### src/rtl/ps2_pkg.sv
// Shared types and scan-code constants for the PS/2 set-2 key decoder.
package ps2_pkg;

   typedef enum logic [1:0] {
      ST_IDLE,
      ST_GOT_E0,
      ST_GOT_F0,
      ST_GOT_E0F0
   } ps2_state_e;

   localparam logic [7:0] PS2_PREFIX_EXT = 8'hE0;
   localparam logic [7:0] PS2_PREFIX_BRK = 8'hF0;
   localparam logic [7:0] PS2_LSHIFT     = 8'h12;
   localparam logic [7:0] PS2_RSHIFT     = 8'h59;
   localparam logic [7:0] PS2_CAPS       = 8'h58;
   localparam logic [7:0] PS2_RESP_BAT   = 8'hAA;
   localparam logic [7:0] PS2_RESP_ACK   = 8'hFA;
   localparam logic [7:0] PS2_RESP_ECHO  = 8'hEE;
   localparam logic [7:0] PS2_RESP_RSND  = 8'hFE;

   // 'release' is a reserved word, hence the short field names.
   typedef struct packed {
      logic       rel;
      logic       ext;
      logic [7:0] scan;
      logic [7:0] ascii;
   } ps2_event_t;

   function automatic logic is_dev_resp(input logic [7:0] b);
      return (b == PS2_RESP_BAT) || (b == PS2_RESP_ACK) ||
             (b == PS2_RESP_ECHO) || (b == PS2_RESP_RSND);
   endfunction

endpackage

### src/rtl/ps2_ascii_lut.sv
// Combinational set-2 make code to ASCII translation with Shift/Caps handling.
module ps2_ascii_lut
   import ps2_pkg::*;
(
   input  logic [7:0] i_scan,
   input  logic       i_shift,
   input  logic       i_caps,
   output logic [7:0] o_ascii
);

   logic [7:0] lc;   // lowercase letter, 0 if not a letter
   logic [7:0] dg;   // unshifted digit-row char
   logic [7:0] ds;   // shifted digit-row char

   always_comb begin
      o_ascii = 8'h00;
      lc      = 8'h00;
      dg      = 8'h00;
      ds      = 8'h00;
      case (i_scan)
         8'h1C: lc = "a";  8'h32: lc = "b";  8'h21: lc = "c";  8'h23: lc = "d";
         8'h24: lc = "e";  8'h2B: lc = "f";  8'h34: lc = "g";  8'h33: lc = "h";
         8'h43: lc = "i";  8'h3B: lc = "j";  8'h42: lc = "k";  8'h4B: lc = "l";
         8'h3A: lc = "m";  8'h31: lc = "n";  8'h44: lc = "o";  8'h4D: lc = "p";
         8'h15: lc = "q";  8'h2D: lc = "r";  8'h1B: lc = "s";  8'h2C: lc = "t";
         8'h3C: lc = "u";  8'h2A: lc = "v";  8'h1D: lc = "w";  8'h22: lc = "x";
         8'h35: lc = "y";  8'h1A: lc = "z";
         8'h16: begin dg = "1"; ds = "!"; end
         8'h1E: begin dg = "2"; ds = "@"; end
         8'h26: begin dg = "3"; ds = "#"; end
         8'h25: begin dg = "4"; ds = "$"; end
         8'h2E: begin dg = "5"; ds = "%"; end
         8'h36: begin dg = "6"; ds = "^"; end
         8'h3D: begin dg = "7"; ds = "&"; end
         8'h3E: begin dg = "8"; ds = "*"; end
         8'h46: begin dg = "9"; ds = "("; end
         8'h45: begin dg = "0"; ds = ")"; end
         8'h29: o_ascii = 8'h20;
         8'h5A: o_ascii = 8'h0D;
         8'h66: o_ascii = 8'h08;
         8'h0D: o_ascii = 8'h09;
         default: o_ascii = 8'h00;
      endcase
      if (lc != 8'h00)
         o_ascii = (i_shift ^ i_caps) ? (lc - 8'h20) : lc;
      else if (dg != 8'h00)
         o_ascii = i_shift ? ds : dg;
   end

endmodule

### src/rtl/ps2_key_decoder.sv
// Folds E0/F0 prefixes into key events, tracks Shift/Caps, queues events in a FWFT FIFO.
module ps2_key_decoder
   import ps2_pkg::*;
#(
   parameter int FIFO_DEPTH = 8,
   parameter int ADDR_W     = $clog2(FIFO_DEPTH)
) (
   input  logic              i_clk,
   input  logic              i_rst,
   input  logic [7:0]        i_byte,
   input  logic              i_byte_valid,
   input  logic              i_rd_en,
   output logic              o_valid,
   output logic [7:0]        o_scan,
   output logic              o_release,
   output logic              o_extended,
   output logic [7:0]        o_ascii,
   output logic [ADDR_W:0]   o_count,
   output logic              o_overflow,
   output logic              o_shift,
   output logic              o_caps
);

   ps2_state_e state_q, state_d;
   logic       lshift_q, lshift_d, rshift_q, rshift_d;
   logic       caps_q, caps_d, held_q, held_d;
   logic       emit, ev_rel, ev_ext;
   logic [7:0] lut_ascii;
   ps2_event_t ev;

   ps2_event_t        mem [FIFO_DEPTH];
   logic [ADDR_W-1:0] wr_ptr_q, rd_ptr_q;
   logic [ADDR_W:0]   count_q;
   logic              ovf_q;
   logic              full, pop, do_wr;

   ps2_ascii_lut u_lut (
      .i_scan  (i_byte),
      .i_shift (lshift_q | rshift_q),
      .i_caps  (caps_q),
      .o_ascii (lut_ascii)
   );

   always_comb begin
      state_d = state_q;
      emit    = 1'b0;
      ev_rel  = 1'b0;
      ev_ext  = 1'b0;
      if (i_byte_valid) begin
         case (state_q)
            ST_GOT_E0: begin
               if (i_byte == PS2_PREFIX_BRK)      state_d = ST_GOT_E0F0;
               else if (i_byte != PS2_PREFIX_EXT) begin
                  emit = 1'b1; ev_ext = 1'b1; state_d = ST_IDLE;
               end
            end
            ST_GOT_F0: begin
               if (i_byte == PS2_PREFIX_EXT)      state_d = ST_GOT_E0;
               else if (i_byte != PS2_PREFIX_BRK) begin
                  emit = 1'b1; ev_rel = 1'b1; state_d = ST_IDLE;
               end
            end
            ST_GOT_E0F0: begin
               // A stray prefix here restarts the sequence rather than emitting.
               if (i_byte == PS2_PREFIX_EXT)      state_d = ST_GOT_E0;
               else if (i_byte == PS2_PREFIX_BRK) state_d = ST_GOT_F0;
               else begin
                  emit = 1'b1; ev_ext = 1'b1; ev_rel = 1'b1; state_d = ST_IDLE;
               end
            end
            default: begin
               if (i_byte == PS2_PREFIX_EXT)      state_d = ST_GOT_E0;
               else if (i_byte == PS2_PREFIX_BRK) state_d = ST_GOT_F0;
               else if (!is_dev_resp(i_byte))     emit = 1'b1;
            end
         endcase
      end
   end

   always_comb begin
      lshift_d = lshift_q;
      rshift_d = rshift_q;
      caps_d   = caps_q;
      held_d   = held_q;
      if (emit && !ev_ext) begin
         if (i_byte == PS2_LSHIFT) lshift_d = !ev_rel;
         if (i_byte == PS2_RSHIFT) rshift_d = !ev_rel;
         if (i_byte == PS2_CAPS) begin
            // Auto-repeat of a held Caps Lock must not toggle again.
            if (!ev_rel && !held_q) caps_d = !caps_q;
            held_d = !ev_rel;
         end
      end
   end

   always_comb begin
      ev.rel   = ev_rel;
      ev.ext   = ev_ext;
      ev.scan  = i_byte;
      ev.ascii = (ev_rel || ev_ext) ? 8'h00 : lut_ascii;
   end

   assign full  = (count_q == (ADDR_W+1)'(FIFO_DEPTH));
   assign pop   = i_rd_en && (count_q != '0);
   assign do_wr = emit && (!full || pop);

   always_ff @(posedge i_clk) begin
      if (i_rst) begin
         state_q  <= ST_IDLE;
         lshift_q <= 1'b0;
         rshift_q <= 1'b0;
         caps_q   <= 1'b0;
         held_q   <= 1'b0;
         wr_ptr_q <= '0;
         rd_ptr_q <= '0;
         count_q  <= '0;
         ovf_q    <= 1'b0;
      end else begin
         state_q  <= state_d;
         lshift_q <= lshift_d;
         rshift_q <= rshift_d;
         caps_q   <= caps_d;
         held_q   <= held_d;
         if (do_wr) wr_ptr_q <= wr_ptr_q + ADDR_W'(1);
         if (pop)   rd_ptr_q <= rd_ptr_q + ADDR_W'(1);
         if (do_wr && !pop)      count_q <= count_q + (ADDR_W+1)'(1);
         else if (!do_wr && pop) count_q <= count_q - (ADDR_W+1)'(1);
         if (emit && full && !pop) ovf_q <= 1'b1;
      end
   end

   // When full with a simultaneous pop, the write slot is the head being popped.
   always_ff @(posedge i_clk) begin
      if (!i_rst && do_wr) mem[wr_ptr_q] <= ev;
   end

   assign o_valid    = (count_q != '0);
   assign o_scan     = o_valid ? mem[rd_ptr_q].scan  : 8'h00;
   assign o_release  = o_valid ? mem[rd_ptr_q].rel   : 1'b0;
   assign o_extended = o_valid ? mem[rd_ptr_q].ext   : 1'b0;
   assign o_ascii    = o_valid ? mem[rd_ptr_q].ascii : 8'h00;
   assign o_count    = count_q;
   assign o_overflow = ovf_q;
   assign o_shift    = lshift_q | rshift_q;
   assign o_caps     = caps_q;

endmodule
### config.mk
export PLATFORM = sky130hd
export DESIGN_NAME = ps2_key_decoder
export DESIGN_NICKNAME = d
export VERILOG_FILES = /design/src/rtl/ps2_pkg.sv /design/src/rtl/ps2_ascii_lut.sv /design/src/rtl/ps2_key_decoder.sv
export SDC_FILE = /design/constraint.sdc
export NUM_CORES = 1
export LEC_CHECK = 0
export ABC_AREA = 1
export CAP_MARGIN = 20
export CORE_MARGIN = 2
export CORE_UTILIZATION = 44
export DETAILED_ROUTE_END_ITERATION = 6
export GPL_TIMING_DRIVEN = 0
export PLACE_DENSITY = 0.65
export SLEW_MARGIN = 20
export SYNTH_ARGS = -nofsm -noshare
export SYNTH_HDL_FRONTEND = slang
export SYNTH_SLANG_ARGS = --single-unit
### constraint.sdc
create_clock -name i_clk -period 4.2 [get_ports i_clk]
set_input_delay 1.26 -clock i_clk [delete_from_list [all_inputs] [get_ports i_clk]]
set_output_delay 1.26 -clock i_clk [all_outputs]
set_load 0.01 [all_outputs]
======== Yosys cells after proc, flatten, opt, wreduce, memory -nomap -nowiden ========
Memories as Yosys holds them, arrays and structs flattened. A register that Yosys moved wholly into a read port is not among the register bits.
Cells that the tools add are included.
storage, ports and cells
  flip-flop bits (word level) ............. 17
  bits in writable memories ............... 144
  logic and storage cells ................. 149
  memories ................................ 1
memory list
  memory  words  width  rd ports  clocked after Yosys merged registers in  write ports  line                   RTL
  mem     8      18     1         1                                        1            ps2_key_decoder.sv:31  ps2_event_t mem [FIFO_DEPTH];
operators by class
  add/subtract/negate cells ............... 5
  eq/ne operators ......................... 57
  multiplexer cells ....................... 43
  bitwise logic cells ..................... 2
  reduce and logical (&&, ||, !) cells .... 32
operators by type and width
  kind                                                                   count
  8-bit by 6-bit equality test with 1-bit output, second input constant  23
  7-bit case mux with 26 select lines                                    1
  8-bit by 7-bit equality test with 1-bit output, second input constant  11
  7-bit case mux with 10 select lines                                    1
  8-bit by 5-bit equality test with 1-bit output, second input constant  8
  6-bit case mux with 10 select lines                                    1
  8-bit equality test, second input constant                             6
  8-bit 2-to-1 mux                                                       6
  6-bit case mux with 4 select lines                                     1
  1-bit 2-to-1 mux                                                       16
  2-bit 2-to-1 mux                                                       8
  8-bit inequality test, second input constant                           2
  8-bit nonzero test                                                     2
  1-bit logical AND                                                      9
  8-bit by 4-bit equality test with 1-bit output, second input constant  1
  1-bit logical NOT                                                      8
  4-bit 2-to-1 mux                                                       2
  7-bit by 6-bit subtractor with 8-bit output, second input constant     1
  7-bit 2-to-1 mux                                                       1
  3-bit by 1-bit adder with 3-bit output, second input constant          2
  3-bit 2-to-1 mux                                                       2
  3-bit inequality test, second input constant                           2
  2-bit case mux with 3 select lines                                     1
  2-bit AND reduction                                                    3
  other kinds (15)                                                       21

======== Logic depth before layout (Yosys ltp) ========
  depth in word-level cells ............... 14
  gate-level depth with buffers ........... 20
  mapped depth without buffers ............ 20

======== Modules after synthesis ========
Synthesis repeated with hierarchy kept, for this count alone.
second synthesis, totals
  cell total of the unflattened synthesis .. 775
  area, all modules ....................... 7,647.3 µm²
modules (own cells, without submodules)
  module           instances  cells an instance  area each (µm²)  sequential area each (µm²)
  ps2_key_decoder  1          607                6,854.1          4,724.5
  ps2_ascii_lut    1          168                793.3            0.0

======== Worst setup path after synthesis ========
Ideal clock, no wire load.
  path type ............................... input to register
  start point ............................. input i_byte[7]
  end point ............................... memory mem[1][0] (netlist bit), enable pin
  library setup time ...................... 0.392 ns
  arrival ................................. 2.904 ns
  required time ........................... 3.808 ns
  slack ................................... 0.903 ns
  stages .................................. 11
  buffers on the path ..................... 0
  path through ............................ nand2_1 inv_1 nand2_1 nor2_1 nor2_2 nand2_2 o21ai_2 nand2_2 inv_2 nand3_2 nor2_1
between the ends
  cells in the longest elaborated chain, start to end .. 13
  elaborated cells between the ends (all ways) .. 26
  those cells by class .................... eq/ne (8); mux (13); reduce/logical (5)
ends and longest elaborated chain
  item                                        line                    RTL
  start: declaration                          ps2_key_decoder.sv:10   input logic [7:0] i_byte,
  8-bit equality test                         ps2_pkg.sv:30           return (b == PS2_RESP_BAT) || (b == PS2_RESP_ACK) ||
  1-bit logical OR (2 in series)              ps2_pkg.sv:30
  1-bit logical OR                            ps2_pkg.sv:31           (b == PS2_RESP_ECHO) || (b == PS2_RESP_RSND);
  1-bit 2-to-1 mux                            ps2_key_decoder.sv:74   else if (!is_dev_resp(i_byte)) emit = 1'b1;
  1-bit 2-to-1 mux                            ps2_key_decoder.sv:73   else if (i_byte == PS2_PREFIX_BRK) state_d = ST_GOT_F0;
  1-bit 2-to-1 mux                            ps2_key_decoder.sv:72   if (i_byte == PS2_PREFIX_EXT) state_d = ST_GOT_E0;
  1-bit case mux with 3 select lines (*)      ps2_key_decoder.sv:50   case (state_q)
  1-bit 2-to-1 mux (*)                        ps2_key_decoder.sv:49   if (i_byte_valid) begin
  1-bit logical AND (*)                       ps2_key_decoder.sv:105  assign do_wr = emit && (!full || pop);
  1-bit logical AND (*)                       ps2_key_decoder.sv:134  if (!i_rst && do_wr) mem[wr_ptr_q] <= ev;
  1-bit 2-to-1 mux (*)                        ps2_key_decoder.sv:134
  1-bit 2-to-1 mux (not written as such) (*)  ps2_key_decoder.sv:134
  end: declaration                            ps2_key_decoder.sv:31
Every way passes the cells marked *; elsewhere a longest branch is shown, timed or not.

==> impl_metrics.ini <==
[route]
drt-total-wl_um = 19100
ant_nets = 0
vias = 5829
first_pass_iters = 5
avgViaCountPerCell = 5.39
wl_per_cell_um = 17.7
drtIter0Drc = 562
drc_errors = 0

[cts]
clock_latency_ns = 0.43
ctsHoldBuffers = 0
cts_resized = 0
cts.path.max_buffers = 2
post_cts_buffers = 0
htreeDepth = 4
cts_inserted_buffers = 17
clk_pin_slew_ns = 0.06
cts.sinks = 164
cts_tree = done
root_buffer = clkbuf_16

[yosys]
synth_edf_count = 144
ys_seq_area_frac = 0.622
ys_ff_latch = 164
netlist_instances = 783
syn-cell-area_um2 = 7590
synth_async_sr_flop_share = 0
synth_cell_types = 36
synthFlopType = edfxtp_1
ys_warn_count = 0
synthesis.nets = 803
syn_area_per_cell_um2 = 9.70

[grt]
grt_util_all_layers = 0.217
grtUsageMet2 = 0.359
globalRoute.busiestLayer = met2
grt_pass1_vias = 5387
grt_pass1_wl_um = 29600
gr-usage-met1 = 0.295
grt_antenna_before_repair = 0
grt.met3_usage = 0.0382
grt_overflow = 0
grt_max_degree = 19

[placed_design]
port_buffers = 37
dpl.hpwl_um = 12900
place_congestion = 0.874
dp.cells = 1049
placed_area_um2 = 8330

[cells_and_area]
regArea_um2 = 4720
fillers = 1582
finalNonFillerCells = 1081
final_util = 0.526
layout-drive-gt1-share = 0.0911
syn_to_final_growth_pct = 18.1
multiInputGateArea_um2 = 2610
fin_area_um2 = 8970
fin_nets = 863
antenna_cells = 0

[floorplan]
die-height_um = 135
die_area_um2 = 18300
ioPinCount = 38
fp.dieW_um = 135
core_area_um2 = 17100
row_count = 48
start_util = 0.445

[timing]
finalHoldViolCount = 0
rsz0062_at_grt = no
fmax_ghz = 0.243
fin_skew_ns = 0.00888
maxSlewHeadroom = 0.463
tightest_slew_ns = 0.805
fin_crit_ns = 4.11
drv_slew = 0
setup_viol = 0
finalCritPeriodShare = 0.978
setup_tns_ns = 0

[job]
drv_cap = 0

[pwr]
ir_drop_mv = 0.343
p_leak_nw = 3.48
powerDensity_nw_per_um2 = 545

[worst_setup_path]
worst-path-max-fanout = 10
r2r_slack_ns = 1.69
cp.arrival_ns = 2.85
cp.required_ns = 2.94
critical_path_class = flop to output pin
end_kind = output pin
reg2regPathDepth = 17
startpoint_type = flop

[status]
status = finished, final reports clean

[min_path]
min_path_cells = 2
hold_path.class = flop to flop
-- per-layer routing --
metal | vias up | part of all wire
met2 | 180 | 0.48
li1 | 2842 | -
met3 | 26 | 0.055
met4 | 0 | 0.016
met1 | 2781 | 0.45
met5 | - | 0
-- cell families after synthesis --
family / count (synthesis) / share of synthesized area
compound gates: 170 / 0.120
flops: 164 / 0.622
buf+inv: 77 / 0.0395
simple gates: 361 / 0.201
xor+xnor: 3 / 0.00346
fa+ha+maj: 8 / 0.0142
-- synthesized netlist by cell type (2+ instances only) --
master / count / area share
a21oi_1: 24 / 0.016
a31oi_1: 19 / 0.016
and2_1: 2 / 0.0016
buf_1: 2 / 0.00099
buf_2: 2 / 0.0013
clkbuf_1: 23 / 0.011
clkinv_1: 3 / 0.0015
dfxtp_1: 20 / 0.053
edfxtp_1: 144 / 0.57
ha_1: 7 / 0.012
inv_1: 41 / 0.020
inv_2: 4 / 0.0020
nand2_1: 119 / 0.059
nand2_2: 9 / 0.0074
nand2_4: 3 / 0.0044
nand3_1: 18 / 0.012
nand3_2: 2 / 0.0026
nand4_1: 11 / 0.0091
nor2_1: 178 / 0.088
nor2_2: 6 / 0.0049
nor2_4: 3 / 0.0044
nor3_1: 6 / 0.0040
nor3b_1: 2 / 0.0020
o21ai_0: 103 / 0.068
o21ai_1: 2 / 0.0013
o22ai_1: 18 / 0.015
xor2_1: 3 / 0.0035
-- stage by stage --
stage	power, mW	hold slack, ns	worst slack [ns]
detailed placement	3.36	0.439	-0.326
global placement	3.34	0.437	-1.07
CTS	4.91	0.449	0.108
floorplan	2.71	0.426	0.903
finish	4.89	0.451	0.0923
global route	5.12	0.468	0.0000104
-- state kept, by name (all words and copies together) (netlist names), named ones only --
name and cells:
mem 144, o_count 4, o_overflow 1, wr_ptr_q 3, lshift_q 1, rshift_q 1
rd_ptr_q 3, held_q 1, state_q 2, o_caps 1
-- where the power goes --
part / switching [mW] / internal, mW
clock: 0.622 / 0.937
combinational: 0.875 / 0.566
sequential: 0.0429 / 1.85
-- path summary, 6_finish.rpt --
path | start | endpoint
setup / recovery | flop | o_scan[3]
hold reg to reg | rshift_q | rshift_q
hold / removal | rshift_q | rshift_q
setup reg to reg | o_count[0] | o_count[3]
-- cell usage in the layout, fill, tap and decap left out, drive strengths merged, types with 20 or more instances in the layout --
master	count
a21oi	24
inv	45
clkdlybuf4s50	29
edfxtp	144
o21ai	106
dfxtp	20
nand2	131
nand3	20
clkbuf	45
nor2	187
-- final cells by class --
type / count / area share
clock inverter: 10 / 0.0105
timing repair buffer: 41 / 0.0490
multi-input combinational: 542 / 0.291
buffer: 28 / 0.0131
tap: 225 / 0.0314
inverter: 49 / 0.0206
clock buffer: 22 / 0.0577
sequential: 164 / 0.527
-- worst max-delay path, stage by stage (launching register included) --
cell and delay (ns):
dfxtp_1 0.30, buf_2 0.17, clkinv_1 0.16, clkbuf_1 0.42, o21ai_0 0.22, o22ai_1 0.16, o21ai_0 0.10, a31oi_1 0.29
clkdlybuf4s50_1 0.60
No activity file was read; power rests on OpenSTA's default activity.
